--- config.mk ---
export PLATFORM = sky130hd
export DESIGN_NAME = uart_data_manager
export DESIGN_NICKNAME = d
export VERILOG_FILES = /design/src/rtl/uart_data_manager.sv
export SDC_FILE = /design/constraint.sdc
export NUM_CORES = 1
export LEC_CHECK = 0
export BUFFER_PORTS_ARGS = -buffer_cell sky130_fd_sc_hd__buf_2
export CORE_ASPECT_RATIO = 0.8
export CORE_MARGIN = 2
export CORE_UTILIZATION = 49
export CTS_CLUSTER_DIAMETER = 150
export CTS_CLUSTER_SIZE = 25
export DETAILED_ROUTE_END_ITERATION = 8
export PLACE_DENSITY_LB_ADDON = 0.12
export SLEW_MARGIN = 5
export SYNTH_ARGS = -nofsm -noshare
export SYNTH_HDL_FRONTEND = slang
export SYNTH_SLANG_ARGS = --single-unit
--- constraint.sdc ---
create_clock -name clk100mhz -period 3.9 [get_ports clk100mhz]
set_clock_uncertainty 0.2 [all_clocks]
set_input_delay 0.585 -clock clk100mhz [delete_from_list [all_inputs] [get_ports clk100mhz]]
set_output_delay 0.585 -clock clk100mhz [all_outputs]
set_load 0.03 [all_outputs]
--- src/rtl/uart_data_manager.sv ---
// uart_data_manager: 8N1 UART receiver feeding a byte FIFO that echoes every byte back out
module uart_data_manager #(
    parameter int CLKS_PER_BIT = 10416,
    parameter int FIFO_DEPTH   = 16
) (
    input  logic clk100mhz,
    input  logic cpu_resetn,
    input  logic uart_txd_in,
    output logic uart_rxd_out
);
    localparam int CW = $clog2(CLKS_PER_BIT);
    localparam int AW = $clog2(FIFO_DEPTH);
    localparam logic [CW-1:0] FULL_CNT = CW'(CLKS_PER_BIT - 1);
    localparam logic [CW-1:0] HALF_CNT = CW'(CLKS_PER_BIT / 2);

    typedef enum logic [2:0] {R_IDLE, R_START, R_DATA, R_STOP, R_WAIT} rx_state_t;
    typedef enum logic [1:0] {T_IDLE, T_START, T_DATA, T_STOP} tx_state_t;

    rx_state_t rx_state;
    tx_state_t tx_state;
    logic [1:0] sync, prime;
    logic armed, rx_s, rx_done, push, pop, fifo_empty, fifo_full;
    logic [CW-1:0] rx_cnt, tx_cnt;
    logic [2:0] rx_idx, tx_idx;
    logic [7:0] rx_sh, tx_sh;
    logic [AW:0] wptr, rptr;
    logic [7:0] mem [FIFO_DEPTH];

    assign rx_s = sync[1];
    assign rx_done = rx_state == R_STOP && rx_cnt == FULL_CNT && rx_s;
    assign pop = tx_state == T_IDLE && !fifo_empty;
    assign push = rx_done && (!fifo_full || pop);
    assign fifo_empty = wptr == rptr;
    assign fifo_full = wptr == {~rptr[AW], rptr[AW-1:0]};

    // prime marks when the synchronizer holds real line samples rather than its reset value
    always_ff @(posedge clk100mhz or negedge cpu_resetn) begin
        if (!cpu_resetn) begin
            sync <= 2'b11;
            prime <= 2'b00;
            armed <= 1'b0;
            rx_state <= R_IDLE;
            rx_cnt <= '0;
            rx_idx <= '0;
            rx_sh <= '0;
        end else begin
            sync <= {sync[0], uart_txd_in};
            prime <= {prime[0], 1'b1};
            case (rx_state)
                R_IDLE: if (prime[1]) begin
                    if (rx_s) armed <= 1'b1;
                    else begin
                        rx_cnt <= '0;
                        rx_state <= armed ? R_START : R_WAIT;
                    end
                end
                R_START: if (rx_cnt == HALF_CNT) begin
                    rx_cnt <= '0;
                    rx_idx <= '0;
                    rx_state <= rx_s ? R_IDLE : R_DATA;
                end else rx_cnt <= rx_cnt + CW'(1);
                R_DATA: if (rx_cnt == FULL_CNT) begin
                    rx_cnt <= '0;
                    rx_sh[rx_idx] <= rx_s;
                    rx_idx <= rx_idx + 3'd1;
                    if (rx_idx == 3'd7) rx_state <= R_STOP;
                end else rx_cnt <= rx_cnt + CW'(1);
                R_STOP: if (rx_cnt == FULL_CNT) begin
                    rx_cnt <= '0;
                    rx_state <= rx_s ? R_IDLE : R_WAIT;
                end else rx_cnt <= rx_cnt + CW'(1);
                R_WAIT: if (rx_s) begin
                    armed <= 1'b1;
                    rx_state <= R_IDLE;
                end
                default: rx_state <= R_IDLE;
            endcase
        end
    end

    always_ff @(posedge clk100mhz or negedge cpu_resetn) begin
        if (!cpu_resetn) begin
            wptr <= '0;
            rptr <= '0;
        end else begin
            if (push) wptr <= wptr + (AW+1)'(1);
            if (pop) rptr <= rptr + (AW+1)'(1);
        end
    end

    always_ff @(posedge clk100mhz) begin
        if (push) mem[wptr[AW-1:0]] <= rx_sh;
    end

    // the shifter back-fills ones so the bit after d7 is already the stop level
    always_ff @(posedge clk100mhz or negedge cpu_resetn) begin
        if (!cpu_resetn) begin
            tx_state <= T_IDLE;
            tx_cnt <= '0;
            tx_idx <= '0;
            tx_sh <= '0;
            uart_rxd_out <= 1'b1;
        end else begin
            case (tx_state)
                T_IDLE: begin
                    uart_rxd_out <= 1'b1;
                    if (!fifo_empty) begin
                        tx_sh <= mem[rptr[AW-1:0]];
                        tx_cnt <= '0;
                        uart_rxd_out <= 1'b0;
                        tx_state <= T_START;
                    end
                end
                T_START: if (tx_cnt == FULL_CNT) begin
                    tx_cnt <= '0;
                    tx_idx <= '0;
                    uart_rxd_out <= tx_sh[0];
                    tx_state <= T_DATA;
                end else tx_cnt <= tx_cnt + CW'(1);
                T_DATA: if (tx_cnt == FULL_CNT) begin
                    tx_cnt <= '0;
                    tx_idx <= tx_idx + 3'd1;
                    tx_sh <= {1'b1, tx_sh[7:1]};
                    uart_rxd_out <= tx_sh[1];
                    if (tx_idx == 3'd7) tx_state <= T_STOP;
                end else tx_cnt <= tx_cnt + CW'(1);
                T_STOP: if (tx_cnt == FULL_CNT) begin
                    tx_cnt <= '0;
                    tx_state <= T_IDLE;
                end else tx_cnt <= tx_cnt + CW'(1);
            endcase
        end
    end
endmodule

Yosys cells after proc, flatten, opt, wreduce, memory -nomap -nowiden
Memory sizes are Yosys's and may differ from the RTL's.
Cells that the tools add are included.
- add/sub/neg operators: 6
- order comparisons: 2
- equal/unequal tests: 26
- mux-type cells: 46
- bitwise gates (word level): 1
- reductions and logical operators: 27
- operators with widths (kind ; number):
    $mux W14 ; 6
    $pmux W14 S3 ; 1
    $mux W3 ; 13
    $add A14 B1 Y14 const B ; 2
    $eq A14 B14 Y1 const B ; 2
    $pmux W14 S2 ; 1
    $ne A2 B2 Y1 const B ; 11
    $mux W8 ; 2
    $pmux W8 S2 ; 1
    $pmux W3 S5 ; 1
    $reduce_and A3 Y1 ; 5
    $eq A14 B13 Y1 const B ; 1
    $mux W2 ; 6
    $pmux W3 S2 ; 2
    $add A5 B1 Y5 const B ; 2
    $eq A5 B5 Y1 ; 2
    $eq A3 B3 Y1 const B ; 3
    $bwmux W8 ; 1
    $mux W1 ; 8
    $pmux W2 S4 ; 1
    $reduce_bool A2 Y1 ; 4
    $reduce_and A7 Y1 ; 1
    $add A3 B1 Y3 const B ; 2
    $eq A3 B2 Y1 const B ; 2
    20 further kinds ; 28
- bits in registers: 71
- memory bits (writable): 128
- input port bits: 3
- output and inout bits: 1
- memories kept: 1
- memories (memory ; depth ; width ; read ports ; clocked after memory_dff ; write ports ; RTL line ; text):
    mem ; 16 ; 8 ; 1 ; 0 ; 1 ; 27 ; logic [7:0] mem [FIFO_DEPTH];

Depth between registers and ports, before layout
Gate-level depths: netlist of run 1.
- word-level depth: 7
- mapped depth: 8
- mapped depth without buffers: 7

Least setup slack after synthesis of run 1
No wires, ideal clock.
- path kind: reg2reg
- start: reg rx_cnt[0]
- end: mem mem[3][0], enable pin
- library setup time: 0.383 ns
- data arrival time: 2.315 ns
- path slack: 1.001 ns
- cell stages (with the launch flop): 7
- cells stage by stage: dfrtp_1 -> ha_1 -> nor4b_1 -> nand4b_1 -> a2111oi_4 -> nand2_1 -> nor3_1
- word-level cells in the longest chain between the ends: 6
- ends and longest elaborated chain (element ; RTL line ; text):
    start, declared ; 23 ; logic [CW-1:0] rx_cnt, tx_cnt;
    start signal, assigned ; 61 ; end else rx_cnt <= rx_cnt + CW'(1);
    start signal, assigned ; 67 ; end else rx_cnt <= rx_cnt + CW'(1);
    start signal, assigned ; 71 ; end else rx_cnt <= rx_cnt + CW'(1);
    $eq A14 B14 Y1 ; 30 ; assign rx_done = rx_state == R_STOP && rx_cnt == FULL_CNT && rx_s;
    $logic_and A1 B1 Y1 (2 in series) ; 30 ;
    $logic_and A1 B1 Y1 ; 32 ; assign push = rx_done && (!fifo_full || pop);
    $mux W1 ; 92 ; if (push) mem[wptr[AW-1:0]] <= rx_sh;
    $mux W1 (implied by the code) ; 92 ;
    end, declared ; 27 ;
Every way passes these cells.

Worst setup path in the final report of run 1
- start: reg rx_cnt[0]
- end: mem mem[13][4], enable pin
The elaborated chain is that of the path after synthesis.

==> impl_metrics.csv, run 1 <==
group,metric,value,unit
power,power.share.clock,42.3,%
clock_network,cts_buffers,17,
power,p_int,0.00336,W
critical_path,crit_chain,"ha_1 -> nor4b_1 -> nand4b_1 -> a2111oi_4 -> nand2_1 -> nor2_1",
detailed_routing,avgRoutedWirePerCell,20.5,um
power,p_leak,3.25,nW
placement,dp.cells,836,
die,dieArea,19100,um^2
yosys,yosysWarningCount,0,
sta,tns,0,ns
placement,place.gp.congestion,0.827,
yosys,synthCells,633,
clock_network,cts_setup_buffers,0,
power,ir_drop,0.265,mV
job,drv_cap,0,
global_routing,grt_pass1_wl,28.8,mm
critical_path,path_class,"reg -> reg",
critical_path,required,3.76,ns
die,chipWidth,154,um
critical_path,cpPeakStageDelay,0.65,ns
sta,max_slew_margin,26.4,%
yosys,yosysTopAreaCell,"edfxtp_1",
run_status,status,"finished clean",
final_layout,final_common_cell,"edfxtp_1",
final_layout,seq_area,5630,um^2
final_layout,num_antenna_cells,0,
yosys,synth-main-ff-cell,"edfxtp_1",
clock_network,post_cts_resized,0,
global_routing,grt_pass1_vias,4999,
power,pwr-share-seq,53.2,%
clock_network,cts_root_buf,"clkbuf_16",
clock_network,cts_tree,"built",
final_layout,fillerInstances,1396,
detailed_routing,dr_total_vias,5167,
yosys,ys_types,63,
yosys,synth_area,8840,um^2
yosys,synth.top_cell.area_share,43.5,%
yosys,ys_ff_latch,199,
placement,dp_hpwl,11.9,mm
final_layout,syn2layout_area_growth,9.29,%
yosys,synth.area.top_cells,"edfxtp_1 (43%), dfrtp_1 (19%), mux4_2 (6.6%)",
die,start_util,50.5,%
sta,hold_viol,0,
yosys,syn_avg_cell_area,14.0,um^2
min_path,hold_class,"in -> reg",
final_layout,fin_util,55.2,%
detailed_routing,final_antenna_net_count,0,
clock_network,cts_buffer_depth,2,
critical_path,worst_setup_path_start_kind,"flop",
yosys,syn-num-nets,654,
final_layout,multiInputGateArea,2980,um^2
clock_network,insertion_delay,0.43,ns
die,num_rows,43,
die,io_pins,4,
sta,fin_crit_sh,82.6,%
sta,tightest_slew,1.10,ns
final_layout,fin_cells,868,
global_routing,gr-total-overflow,0,
final_layout,layout_common_cells,"edfxtp_1 (128), dfrtp_1 (67), nand2_1 (38)",
yosys,synth_edf_count,128,
yosys,synthArstFlopShare,35.7,%
power,p_sw,0.000916,W
detailed_routing,drcViolationCount,0,
final_layout,nNetsFinal,651,
die,core-area,17500,um^2
global_routing,grt.total_usage,20.2,%
sta,finalMaxSlewViolations,0,
clock_network,cts_hold_buffers,0,
global_routing,grt_max_degree,43,
power,power_frac_comb,4.5,%
yosys,yosysSeqAreaShare,63.6,%
critical_path,endpoint_kind,"flop",
detailed_routing,drt_wl_total,17.8,mm
power,sw_frac_of_total,21.4,%
placement,io_buffers,3,
clock_network,clk_pin_slew,0.07,ns
critical_path,crit_arrival,3.08,ns
detailed_routing,drt_first_pass_iters,5,
critical_path,cp_max_fo,9,
critical_path,critPathSlowestCell,"nor2_1",
sta,layout_min_cycle_time,3.22,ns
final_layout,drive_gt1_share,14.9,%
clock_network,clock_sinks,199,
detailed_routing,via_per_inst,5.95,
global_routing,antenna_found_initial,0,
clock_network,cts_max_level,4,
sta,clock.fmax,310,MHz
power,power_density,442,nW/um^2
sta,rsz0062_at_grt,"no",
die,fp.dieH,124,um
sta,final-setup-viol-count,0,
detailed_routing,first_iter_violations,533,
==> flip-flops by register name, summed over array words and instances, names as in the netlist <==
| register | count |
|---|---|
| tx_sh | 8 |
| wptr | 5 |
| rx_sh | 8 |
| prime | 2 |
| tx_idx | 3 |
| rx_state | 3 |
| rptr | 5 |
| armed | 1 |
| mem | 128 |
| tx_state | 2 |
| tx_cnt | 14 |
| sync | 2 |
| uart_rxd_out | 1 |
| rx_idx | 3 |
| rx_cnt | 14 |
==> critical path, delay by kind of cell (launching register included) <==
family | cells | cell delay, ns
and+or+nand+nor | 4 | 1.38
AOI/OAI and AO/OA | 1 | 0.60
DFF | 1 | 0.40
adders and majority gates | 1 | 0.26
==> synth_stat cells, drive strengths merged, types with 13 or more instances <==
cell    instances
edfxtp        128
inv            20
nand3          15
a21oi          15
nor2           38
mux2           18
clkbuf         22
nand2          39
dfrtp          68
nor3           20
buf            13
mux4           26
ha             18
o21ai          34
mux2i          13
nor2b          13
==> power groups by stage <==
| stage | Combinational (W) | Sequential [W] | Clock, W |
|---|---|---|---|
| global placement | 0.000190 | 0.00231 | 0 |
| floorplan | 0.000162 | 0.00230 | 0 |
| finish | 0.000191 | 0.00227 | 0.00181 |
| global route | 0.000222 | 0.00227 | 0.00193 |
| detailed placement | 0.000195 | 0.00232 | 0 |
| CTS | 0.000194 | 0.00227 | 0.00185 |
==> per-layer routing <==
metal	track usage, %	wire length (um)	vias up
met1	31.5	9030	2606
met5	0	0	-
met2	29.0	7680	132
li1	-	-	2414
met4	5.49	179	0
met3	4.14	945	15
==> layout make-up <==
class | count | area share (%)
multi-input combinational | 379 | 30.9
clock buffer | 23 | 4.84
clock inverter | 9 | 1.44
timing repair buffer | 13 | 0.933
sequential | 199 | 58.2
inverter | 20 | 0.777
tap | 225 | 2.91
==> per-stage QoR <==
step | hold WS [ns] | worst slack (ns) | area (um^2) | power (W)
finish | 0.0418 | 0.679 | 9660 | 0.00427
global route | 0.0227 | 0.433 | 9660 | 0.00442
CTS | 0.0242 | 0.654 | 9660 | 0.00431
detailed placement | 0.143 | 0.675 | 9050 | 0.00251
global placement | 0.142 | 0.727 | 9050 | 0.00250
floorplan | 0.0894 | 1.00 | 8840 | 0.00246
==> worst paths after layout <==
kind                             startpoint    endpoint  slack, ns  cells after the start
worst min-delay path            uart_txd_in     sync[0]       0.04                      1
worst max-delay path              rx_cnt[0]  mem[13][4]       0.68                      6
worst max register to register    rx_cnt[0]  mem[13][4]       0.68                      6
worst min register to register     prime[0]    prime[1]       0.16                      0
max in group asynchronous        cpu_resetn     sync[1]       2.57                      2
min in group asynchronous        cpu_resetn    tx_sh[2]       0.09                      1
==> kinds of logic after synthesis <==
kind of cell,count (synthesis),share of synthesized area [%]
AND/OR/NAND/NOR,172,10.2
buffers and inverters,55,2.65
AO/OA/AOI/OAI,115,8.99
XOR/XNOR,16,1.59
other,1,0.0424
multiplexers,57,10.4
adder cells (fa/ha/maj),18,2.55
flip-flops,199,63.6
(Power assumes the default switching activity.)
==> inputs of run 2 (changes only) <==
- clock period: 3.9 -> 3.2 ns (I/O delays scaled with it)
==> run 2 against run 1 <==
- sequential power is 22% higher
- clock power is 14% higher
- largest power group unchanged
- combinational power is 29% higher
- cell count is 1.8% higher
- first-iteration DRC count is 0.75% lower
- sequential share of layout area is 0.60 points lower
- hold slack better by 0.11 ns
- maximum frequency is 7.7% higher
- routed wire length is 0.66% higher
- sequential cell count stayed put
- total power is 19% higher
- global-route usage hardly changed
==> impl_metrics.csv, run 2 (synthesis results as in run 1) <==
group,metric,value,unit
run_status,status,"finished clean",
critical_path,crit_arrival,2.93,ns
critical_path,cpPeakStageDelay,0.59,ns
power,pwr-share-seq,54.5,%
final_layout,num_antenna_cells,0,
power,sw_frac_of_total,23.1,%
sta,tightest_slew,0.790,ns
die,start_util,50.5,%
final_layout,nNetsFinal,667,
detailed_routing,avgRoutedWirePerCell,20.3,um
sta,tns,0,ns
clock_network,cts_setup_buffers,0,
die,num_rows,43,
final_layout,fillerInstances,1376,
global_routing,gr-total-overflow,0,
detailed_routing,drcViolationCount,0,
die,chipWidth,154,um
detailed_routing,drt_wl_total,18.0,mm
clock_network,cts_buffer_depth,2,
final_layout,seq_area,5630,um^2
sta,rsz0062_at_grt,"no",
critical_path,path_class,"reg -> reg",
final_layout,largest_reg_flops,128,
critical_path,endpoint_kind,"flop",
job,drv_cap,0,
detailed_routing,first_iter_violations,529,
final_layout,fin_cells,884,
placement,io_buffers,3,
final_layout,final_common_cell,"edfxtp_1",
sta,final-setup-viol-count,0,
sta,fin_crit_sh,93.4,%
placement,dp.cells,850,
die,dieArea,19100,um^2
power,p_int,0.00391,W
critical_path,crit_chain,"ha_1 -> nor4b_1 -> nand4b_1 -> a2111oi_4 -> nand2_1 -> nor3_1 -> buf_4",
sta,hold_viol,0,
final_layout,layout_common_cells,"edfxtp_1 (128), dfrtp_1 (67), nand2_1 (38)",
final_layout,fin_util,55.8,%
global_routing,antenna_found_initial,0,
sta,layout_min_cycle_time,2.99,ns
critical_path,rrSetupSlack,0.21,ns
sta,max_slew_margin,47.2,%
detailed_routing,drt_first_pass_iters,5,
clock_network,cts_buffers,17,
sta,clock.fmax,335,MHz
power,p_sw,0.00117,W
critical_path,required,3.14,ns
global_routing,grt_max_degree,37,
sta,finalMaxSlewViolations,0,
final_layout,syn2layout_area_growth,10.4,%
die,io_pins,4,
detailed_routing,via_per_inst,5.93,
detailed_routing,final_antenna_net_count,0,
clock_network,cts_tree,"built",
global_routing,grt_pass1_vias,5010,
global_routing,grt.total_usage,20.2,%
detailed_routing,dr_total_vias,5245,
clock_network,insertion_delay,0.44,ns
critical_path,cp_max_fo,9,
critical_path,critPathSlowestCell,"a2111oi_4",
clock_network,clock_sinks,199,
clock_network,cts_max_level,4,
final_layout,drive_gt1_share,17.1,%
die,fp.dieH,124,um
power,p_leak,3.32,nW
die,core-area,17500,um^2
sta,final.setup.worst_slack,0.211,ns
critical_path,worst_setup_path_start_kind,"flop",
power,power_density,521,nW/um^2
min_path,hold_class,"reg -> reg",
power,ir_drop,0.383,mV
clock_network,clk_pin_slew,0.07,ns
global_routing,grt_pass1_wl,28.5,mm
power,power.share.clock,40.7,%
placement,dp_hpwl,11.9,mm
power,power_frac_comb,4.8,%
final_layout,multiInputGateArea,2980,um^2
placement,place.gp.congestion,0.774,
clock_network,cts_root_buf,"clkbuf_16",
placement,post-place-ws,0.304,ns
run 2: cell types whose count changed in the layout (fill, tap and decap cells not counted):
cell	before	now
inv_8	0	2
clkbuf_1	4	1
inv_6	2	4
inv_4	1	0
dlygate4sd3_1	0	2
bufinv_16	3	1
clkinv_2	0	1
buf_12	0	1
clkbuf_8	2	0
buf_4	10	23
clkinvlp_4	1	4
run 2: layer usage:
metal / up-vias / routed length [um] / track usage, %
li1: 2439 / - / -
met1: 2637 / 8910 / 31.3
met2: 155 / 7840 / 28.6
met3: 14 / 1060 / 4.52
met4: 0 / 140 / 6.19
met5: - / 0 / 0
run 2: worst max-delay path: cells and delay by family, from the launching register on:
| kind | cells | cell delay (ns) |
|---|---|---|
| AO/OA/AOI/OAI | 1 | 0.59 |
| flip-flops | 1 | 0.40 |
| AND/OR/NAND/NOR | 4 | 1.02 |
| buffers and inverters | 1 | 0.23 |
| adder cells (fa/ha/maj) | 1 | 0.27 |
run 2: repair_timing:
| action | 4_1_cts | 5_1_grt |
|---|---|---|
| hold buffers | 2 | 0 |
| endpoints found under the hold margin | 24 | 0 |
| gates resized for setup | 0 | 0 |
run 2: path summary, 6_finish.rpt:
kind / startpoint / endpoint / cells past startpoint
worst max-delay path: rx_cnt[0] / mem[2][6] / 7
worst min-delay path: prime[0] / prime[1] / 0
worst max register to register: rx_cnt[0] / mem[2][6] / 7
worst min register to register: prime[0] / prime[1] / 0
max in group asynchronous: cpu_resetn / sync[0] / 3
min in group asynchronous: cpu_resetn / tx_sh[6] / 2
run 2: layout make-up:
cell class / count / share of cell area, %
sequential: 199 / 57.6
timing repair buffer: 29 / 2.33
clock buffer: 18 / 4.40
clock inverter: 14 / 1.44
multi-input combinational: 379 / 30.5
inverter: 20 / 0.769
tap: 225 / 2.88
run 2: per-stage QoR:
stage               hold slack (ns)  cell area, um^2  power [W]
floorplan                   -0.0156             8840    0.00300
detailed placement            0.139             9170    0.00307
global placement              0.137             9170    0.00305
finish                        0.154             9760    0.00508
global route                  0.160             9760    0.00526
CTS                           0.156             9760    0.00512
run 2: power by group through the flow:
stage | combinational, W | clock (W) | sequential, W
2_1_floorplan | 0.000198 | 0 | 0.00280
3_3_place_gp | 0.000233 | 0 | 0.00282
3_5_place_dp | 0.000244 | 0 | 0.00282
4_1_cts | 0.000247 | 0.00211 | 0.00277
5_1_grt | 0.000278 | 0.00221 | 0.00277
6_report | 0.000246 | 0.00207 | 0.00277
